$ cat config.mk
export PLATFORM = sky130hd
export DESIGN_NAME = encoder_led_ring
export DESIGN_NICKNAME = d
export VERILOG_FILES = /design/src/rtl/encoder_led_ring_pkg.sv /design/src/rtl/encoder_led_ring_input_debounce.sv /design/src/rtl/encoder_led_ring.sv
export SDC_FILE = /design/constraint.sdc
export NUM_CORES = 1
export LEC_CHECK = 0
export CAP_MARGIN = 10
export CORE_ASPECT_RATIO = 1.75
export CORE_UTILIZATION = 53
export DETAILED_ROUTE_END_ITERATION = 12
export PLACE_DENSITY = 0.74
export REMOVE_ABC_BUFFERS = 1
export SETUP_SLACK_MARGIN = 0.3
export SLEW_MARGIN = 5
export SYNTH_ARGS = -nofsm -noshare
export SYNTH_HDL_FRONTEND = slang
export SYNTH_SLANG_ARGS = --single-unit
export TNS_END_PERCENT = 50
$ cat constraint.sdc
create_clock -name clk -period 2.85 [get_ports clk]
set_input_delay 0.285 -clock clk [delete_from_list [all_inputs] [get_ports clk]]
set_output_delay 0.285 -clock clk [all_outputs]
set_load 0.03 [all_outputs]
$ cat src/rtl/encoder_led_ring_pkg.sv
// Purpose: shared constants and encodings for the encoder LED ring block.
// Latency: n/a (types, constants and a pure function only).
// Backpressure: n/a.
package encoder_led_ring_pkg;

  localparam int LED_COUNT_DEF = 16;

  // Debounced {a,b} levels of the quadrature encoder.
  typedef enum logic [1:0] {
    Q00 = 2'b00,
    Q01 = 2'b01,
    Q11 = 2'b11,
    Q10 = 2'b10
  } quad_t;

  typedef enum logic {
    MODE_BAR = 1'b0,
    MODE_DOT = 1'b1
  } mode_t;

  // Position of a quadrature state within the forward cycle
  // 00 -> 01 -> 11 -> 10 -> 00. The 2-bit wrapped difference of two phases
  // is 1 for a forward step, 3 for a reverse step, 2 for an illegal jump.
  function automatic logic [1:0] quad_phase(input logic [1:0] ab);
    logic [1:0] ph;
    ph = 2'd3;
    case (quad_t'(ab))
      Q00:     ph = 2'd0;
      Q01:     ph = 2'd1;
      Q11:     ph = 2'd2;
      default: ph = 2'd3;
    endcase
    return ph;
  endfunction

endpackage

$ cat src/rtl/encoder_led_ring_input_debounce.sv
// Purpose: 2-FF synchronizer plus stability counter for one raw, asynchronous input.
// Latency: 2 sync cycles + DEBOUNCE_CYCLES stable cycles from raw edge to dout.
// Backpressure: none; dout is a free-running level.
// Ports: clk, rstn (async active-low), din (raw input), dout (debounced level, resets to 1).
module input_debounce #(
  parameter int DEBOUNCE_CYCLES = 1000
) (
  input  logic clk,
  input  logic rstn,
  input  logic din,
  output logic dout
);

  logic [1:0]  sync;
  logic [15:0] cnt;

  always_ff @(posedge clk or negedge rstn) begin
    if (!rstn) begin
      sync <= 2'b11;
      dout <= 1'b1;
      cnt  <= '0;
    end else begin
      sync <= {sync[0], din};
      // Any return to the accepted level restarts the count, so a glitch
      // shorter than DEBOUNCE_CYCLES never propagates.
      if (sync[1] == dout) begin
        cnt <= '0;
      end else if (cnt == 16'(DEBOUNCE_CYCLES - 1)) begin
        dout <= sync[1];
        cnt  <= '0;
      end else begin
        cnt <= cnt + 16'd1;
      end
    end
  end

endmodule

$ cat src/rtl/encoder_led_ring.sv
// Purpose: debounced rotary encoder -> saturating position -> bar/dot LED image.
// Latency: raw edge +2+DEBOUNCE_CYCLES to debounced, +1 to pos/pulses, +1 to leds.
// Backpressure: none; leds may change any cycle, the serializer tolerates tearing.
// Ports: clk, rstn (async active-low); enc_a/enc_b/enc_sw raw inputs (enc_sw active-low);
//        leds[15:0] image, pos[4:0], mode (0 bar, 1 dot), step_up/step_dn/quad_err pulses.
module encoder_led_ring
  import encoder_led_ring_pkg::*;
#(
  parameter int DEBOUNCE_CYCLES  = 1000,
  parameter int TRANS_PER_DETENT = 4,
  parameter int LED_COUNT        = LED_COUNT_DEF
) (
  input  logic        clk,
  input  logic        rstn,
  input  logic        enc_a,
  input  logic        enc_b,
  input  logic        enc_sw,
  output logic [15:0] leds,
  output logic [4:0]  pos,
  output logic        mode,
  output logic        step_up,
  output logic        step_dn,
  output logic        quad_err
);

  localparam logic signed [3:0] TPD_POS = 4'(TRANS_PER_DETENT);
  localparam logic signed [3:0] TPD_NEG = -TPD_POS;

  // Reset asserts asynchronously and releases on a clock edge.
  logic [1:0] rst_pipe;
  logic       rst_int_n;

  always_ff @(posedge clk or negedge rstn) begin
    if (!rstn) rst_pipe <= 2'b00;
    else       rst_pipe <= {rst_pipe[0], 1'b1};
  end
  assign rst_int_n = rst_pipe[1];

  logic a_deb, b_deb, sw_deb;

  input_debounce #(.DEBOUNCE_CYCLES(DEBOUNCE_CYCLES)) u_deb_a (
    .clk(clk), .rstn(rst_int_n), .din(enc_a), .dout(a_deb)
  );
  input_debounce #(.DEBOUNCE_CYCLES(DEBOUNCE_CYCLES)) u_deb_b (
    .clk(clk), .rstn(rst_int_n), .din(enc_b), .dout(b_deb)
  );
  input_debounce #(.DEBOUNCE_CYCLES(DEBOUNCE_CYCLES)) u_deb_sw (
    .clk(clk), .rstn(rst_int_n), .din(enc_sw), .dout(sw_deb)
  );

  logic [1:0]        ab_cur, ab_prev, phase_diff;
  logic signed [3:0] sub, sub_nxt;
  logic              req_up, req_dn, err_nxt, sw_prev, press;
  logic [15:0]       leds_nxt;

  assign ab_cur     = {a_deb, b_deb};
  assign phase_diff = quad_phase(ab_cur) - quad_phase(ab_prev);
  assign press      = sw_prev & ~sw_deb;

  always_comb begin
    sub_nxt = sub;
    req_up  = 1'b0;
    req_dn  = 1'b0;
    err_nxt = 1'b0;
    case (phase_diff)
      2'd1: sub_nxt = sub + 4'sd1;
      2'd3: sub_nxt = sub - 4'sd1;
      2'd2: begin
        err_nxt = 1'b1;
        sub_nxt = '0;
      end
      default: ;
    endcase
    if (sub_nxt == TPD_POS) begin
      req_up  = 1'b1;
      sub_nxt = '0;
    end else if (sub_nxt == TPD_NEG) begin
      req_dn  = 1'b1;
      sub_nxt = '0;
    end
  end

  always_ff @(posedge clk or negedge rst_int_n) begin
    if (!rst_int_n) begin
      ab_prev  <= Q11;
      sub      <= '0;
      sw_prev  <= 1'b1;
      pos      <= '0;
      mode     <= MODE_BAR;
      step_up  <= 1'b0;
      step_dn  <= 1'b0;
      quad_err <= 1'b0;
    end else begin
      ab_prev  <= ab_cur;
      sub      <= sub_nxt;
      sw_prev  <= sw_deb;
      quad_err <= err_nxt;
      step_up  <= 1'b0;
      step_dn  <= 1'b0;
      if (req_up && pos < 5'(LED_COUNT)) begin
        pos     <= pos + 5'd1;
        step_up <= 1'b1;
      end else if (req_dn && pos != 5'd0) begin
        pos     <= pos - 5'd1;
        step_dn <= 1'b1;
      end
      if (press) mode <= ~mode;
    end
  end

  always_comb begin
    leds_nxt = '0;
    for (int i = 0; i < 16; i++) begin
      if (i < LED_COUNT) begin
        if (mode == MODE_BAR) leds_nxt[i] = (5'(i) < pos);
        else                  leds_nxt[i] = (pos != 5'd0) && (5'(i) == pos - 5'd1);
      end
    end
  end

  always_ff @(posedge clk or negedge rst_int_n) begin
    if (!rst_int_n) leds <= '0;
    else            leds <= leds_nxt;
  end

endmodule
Word-level counts from Yosys, hierarchy flattened
Index checks and enable logic that the tools add are counted.

operators by class
  add/subtract/negate cells = 8
  magnitude comparators = 17
  equal/unequal tests = 30
  multiplexer cells = 36
  bitwise operators = 6
  reductions and logical operators = 26

operator list
  kind                     number
  $mux W16                 6
  $add A16 B1 Y16 const B  3
  $eq A16 B10 Y1 const B   3
  $eq A4 B5 Y1 const A     8
  $lt A4 B5 Y1 const A     8
  $mux W1                  23
  $eq A3 B5 Y1 const A     4
  $lt A3 B5 Y1 const A     4
  $logic_and A1 B1 Y1      18
  $pmux W2 S3              2
  $pmux W4 S3              1
  $eq A2 B5 Y1 const A     2
  $lt A1 B5 Y1 const A     2
  $lt A2 B5 Y1 const A     2
  $mux W5                  2
  $eq A2 B2 Y1 const B     4
  $mux W4                  2
  $eq A2 B1 Y1 const B     3
  $reduce_and A2 Y1        3
  $add A5 B1 Y5 const B    1
  $eq A1 B5 Y1 const A     1
  $logic_not A5 Y1         1
  $lt A5 B5 Y1 const B     1
  $not A1 Y1               5
  other kinds (11)         14

word-level totals
  register bits = 91
  input bits = 5
  output and inout bits = 25

Longest topological paths before layout
  depth after elaboration = 11
  gate-level depth with buffers = 16
  depth with buffers taken out = 15

Cells and area by module
From an unflattened synthesis, not the netlist that was laid out.

second synthesis, totals
  cell total of the unflattened synthesis = 437
  area total of the unflattened synthesis = 4,543.1 um^2

by module, submodules not included
  module            times used  cells an instance  area each (um^2)  seq. area each (um^2)
  input_debounce    3           83                 885.8             479.2
  encoder_led_ring  1           188                1,885.6           854.6

Worst setup path after synthesis
Ideal clock, no wire load.

  path type = flip-flop to flip-flop
  start point = reg u_deb_b.dout
  end point = reg pos[1]
  setup time = 0.083 ns
  arrival = 3.420 ns
  required time = 2.767 ns
  slack = -0.653 ns
  stages on the path, launching flop included = 15
  cells stage by stage = dfstp_2 -> inv_1 -> ha_1 -> ha_1 -> clkbuf_1 -> clkbuf_1 -> nor2_1 -> ha_1 -> o21ai_0 -> mux2_2 -> mux2i_1 -> o2111ai_2 -> nand2b_1 -> a211o_1 -> a22oi_2

on the way
  cells in the longest elaborated chain, start to end = 10

ends and longest elaborated chain
  element                                              RTL line                               text
  start: declaration                                   encoder_led_ring_input_debounce.sv:11  output logic dout
  start signal: assignment                             encoder_led_ring_input_debounce.sv:29  dout <= sync[1];
  $eq A2 B2 Y1, or another cell as far along           encoder_led_ring_pkg.sv:27             case (quad_t'(ab))
  $pmux W2 S3 (*)                                      encoder_led_ring_pkg.sv:27
  $sub A2 B2 Y2 (*)                                    encoder_led_ring.sv:57                 assign phase_diff = quad_phase(ab_cur) - quad_phase(ab_prev);
  $eq A2 B2 Y1 / $eq A2 B1 Y1 (equally long branches)  encoder_led_ring.sv:65                 case (phase_diff)
  $pmux W4 S3 (*)                                      encoder_led_ring.sv:65
  $eq A4 B3 Y1                                         encoder_led_ring.sv:77                 end else if (sub_nxt == TPD_NEG) begin
  $mux W1                                              encoder_led_ring.sv:77
  $mux W1                                              encoder_led_ring.sv:74                 if (sub_nxt == TPD_POS) begin
  $logic_and A1 B1 Y1                                  encoder_led_ring.sv:103                end else if (req_dn && pos != 5'd0) begin
  $reduce_bool A2 Y1 (no source line)                  n/a
  end signal: assignment                               encoder_led_ring.sv:101                pos <= pos + 5'd1;
  end signal: assignment                               encoder_led_ring.sv:104                pos <= pos - 5'd1;
  end: declaration                                     encoder_led_ring.sv:19                 output logic [4:0] pos,

Every way passes the cells marked *; elsewhere a longest branch is shown, timed or not.
A chain may end at the register's enable or synchronous reset.

Worst setup path in the final report
Ends and elaborated chain as after synthesis.

==> impl_metrics.tcl <==
set metrics [dict create \
    cts_tree "done" \
    ios 30 \
    antenna_cells 0 \
    synth_edf_count 0 \
    regToRegSetupSlack_ps -290 \
    drc 0 \
    grt_pass1_wl_um 16000 \
    layout_common_cells "78 x dfrtp_1, 66 x nor2_1, 40 x nand2_1" \
    cts_buffers 9 \
    layout-drive-gt1-share_pct 18.4 \
    finalHoldViolations 0 \
    clock_latency_ps 340 \
    ant_nets 0 \
    status "finished, violations left" \
    synth.avg_cell_area_um2 9.96 \
    async_reset_ff_share_pct 100 \
    dp_hpwl_um 6330 \
    max-cap-violations 0 \
    r2r_cells 15 \
    power_leakage_nw 2.40 \
    wl_um 9400 \
    ir_drop_mv 0.374 \
    hold_ws_ps 98.7 \
    setup_viol 8 \
    relSlewSlack_pct 57.1 \
    synthFlopType "dfrtp_1" \
    synth.ff_latch_count 91 \
    cp_max_fo 3 \
    fin_tns_setup_ps -1410 \
    cellPowerDensity_mw_per_mm2 476 \
    final_nets 515 \
    antenna_found_initial 0 \
    vias 3358 \
    synth.top_cell.area_share_pct 44.8 \
    cts-root-buf "clkbuf_16" \
    cts_buffer_depth 2 \
    drt_first_pass_iters 4 \
    period_share_pct 110 \
    yosysSeqAreaShare_pct 52.0 \
    rows 43 \
    final.min_clock_period_ps 3140 \
    avgRoutedWirePerCell_um 16.0 \
    maxSlewViolCount 0 \
    grt_max_degree 90 \
    critPathLaunchType "flip-flop" \
    synth_area_leaders "dfrtp_1 45%, dfstp_2 7.1%, nor2_1 6.0%" \
    finalNonFillerCells 589 \
    first_global_vias 3434 \
    clock-sinks 91 \
    yosys_warnings 0 \
    first_iter_violations 250 \
    fin_area_mm2 0.00542 \
    crit_required_ps 3070 \
    die_w_um 71.0 \
    final_common_cell "dfrtp_1" \
    grt_overflow_total 0 \
    crit_type "reg2reg" \
    cp.arrival_ps 3360 \
    worst_slack_ps -285 \
    yosysTopAreaCell "dfrtp_1" \
    dieArea_mm2 0.00871 \
    holdBufCountCts 0 \
    endpoint_kind "flip-flop" \
    rsz0062_at_grt "true" \
    portBuffers 29 \
    grtUsageTotal_pct 23.8 \
    fmax_mhz 319 \
    gp_congestion 0.853 \
    tightest_slew_ps 644 \
    syn_inst 443 \
    placed_area_mm2 0.00490 \
    hold_path.class "in2async" \
    start_util_pct 55.0 \
    violations "negative setup slack" \
    placed_cells 565 \
    core_area_mm2 0.00802 \
    die_height_um 123 \
    routed_via_density 5.70 \
    synth_area_mm2 0.00441 \
    clk_pin_slew_ps 60 \
    htree_num_levels 3 \
    synthDistinctLibCells 48 \
    synthToLayoutAreaGrowth_pct 22.8 \
    finClkSkew_ps 7.96 \
]
==> worst max-delay path, cell delays in order (launching register included) <==
cell and delay, ps:
dfstp_2 540, inv_2 50, ha_4 160, nor2_4 90, xnor3_1 430, nor2_2 140, ha_1 260, o21ai_2 70
mux2_4 310, mux2i_1 160, o2111ai_2 190, buf_4 190, buf_4 130, a21oi_2 100, a211o_1 120, a22oi_2 40
==> routing by layer <==
metal	wire length, µm	global-route usage, %
met5	0	0
met3	316	4.43
met2	5090	41.8
met4	318	13.1
met1	3670	27.1
==> synthesized netlist by cell type (all sizes together), types with 2 or more instances <==
| cell type | count |
|---|---|
| a211o | 2 |
| a21boi | 2 |
| a21oi | 16 |
| a31oi | 4 |
| and2 | 3 |
| and3 | 8 |
| buf | 3 |
| clkbuf | 13 |
| dfrtp | 79 |
| dfstp | 12 |
| ha | 16 |
| inv | 12 |
| mux2 | 3 |
| nand2 | 42 |
| nand2b | 6 |
| nand3 | 25 |
| nand4 | 5 |
| nor2 | 70 |
| nor2b | 2 |
| nor3 | 8 |
| nor3b | 2 |
| nor4 | 6 |
| o21ai | 14 |
| o22ai | 16 |
| or3 | 7 |
| or4 | 2 |
| xnor2 | 18 |
| xor2 | 30 |
==> cell families after synthesis <==
family / after synthesis / share of synthesized area [%]
xor gates and xnor gates: 50 / 10.6
other: 1 / 0.0850
DFF: 91 / 52.0
buffers and inverters: 28 / 2.61
adders and majority gates: 16 / 4.54
and+or+nand+nor: 189 / 19.9
AOI/OAI and AO/OA: 64 / 9.33
muxes: 4 / 0.993
==> metrics by stage <==
stage	worst slack [ps]	total power, mW	utilization (%)
2_1_floorplan	-671	1.39	-
3_3_place_gp	-428	1.41	61.2
3_5_place_dp	-547	1.41	61.2
4_1_cts	-230	2.60	66.7
5_1_grt	-440	2.66	67.6
6_report	-285	2.58	67.6
==> state kept, by name (all words and copies together) (netlist names) <==
| signal | count |
|---|---|
| u_deb_sw.sync | 2 |
| u_deb_a.cnt | 16 |
| u_deb_b.cnt | 16 |
| leds | 16 |
| u_deb_b.dout | 1 |
| u_deb_a.sync | 2 |
| u_deb_sw.cnt | 16 |
| step_dn | 1 |
| ab_prev | 2 |
| sw_prev | 1 |
| u_deb_b.sync | 2 |
| mode | 1 |
| quad_err | 1 |
| pos | 5 |
| step_up | 1 |
| u_deb_a.dout | 1 |
| u_deb_sw.dout | 1 |
| sub | 4 |
| rst_pipe | 2 |
==> path summary, 6_finish.rpt <==
kind,end,from
setup / recovery,pos[1],u_deb_b.dout
setup reg to reg,pos[1],u_deb_b.dout
hold reg to reg,rst_pipe[1],rst_pipe[0]
min in group clk,u_deb_a.sync[0],enc_a
max in group asynchronous,ab_prev[0],rst_pipe[1]
hold / removal,rst_pipe[0],rstn
==> power breakdown <==
group	total [mW]	switching [mW]	internal (mW)
clock network	1.19	0.509	0.684
logic	0.0643	0.0448	0.0195
registers	1.32	0.0118	1.31
==> final cells by class <==
cell class / instances / area (µm²)
Multi-Input combinational cell: 324 / 2150
Fill cell: 561 / 2600
Clock buffer: 9 / 225
Clock inverter: 7 / 73.8
Tap cell: 90 / 113
Inverter: 12 / 45.0
Sequential cell: 91 / 2300
Timing Repair Buffer: 56 / 513
==> repair_timing <==
item                       CTS  global route
buffers inserted             5             3
setup endpoints to repair    9             9
pin swaps                    8             2
resized for setup           25            11
No activity file was read; power rests on OpenSTA's default activity.
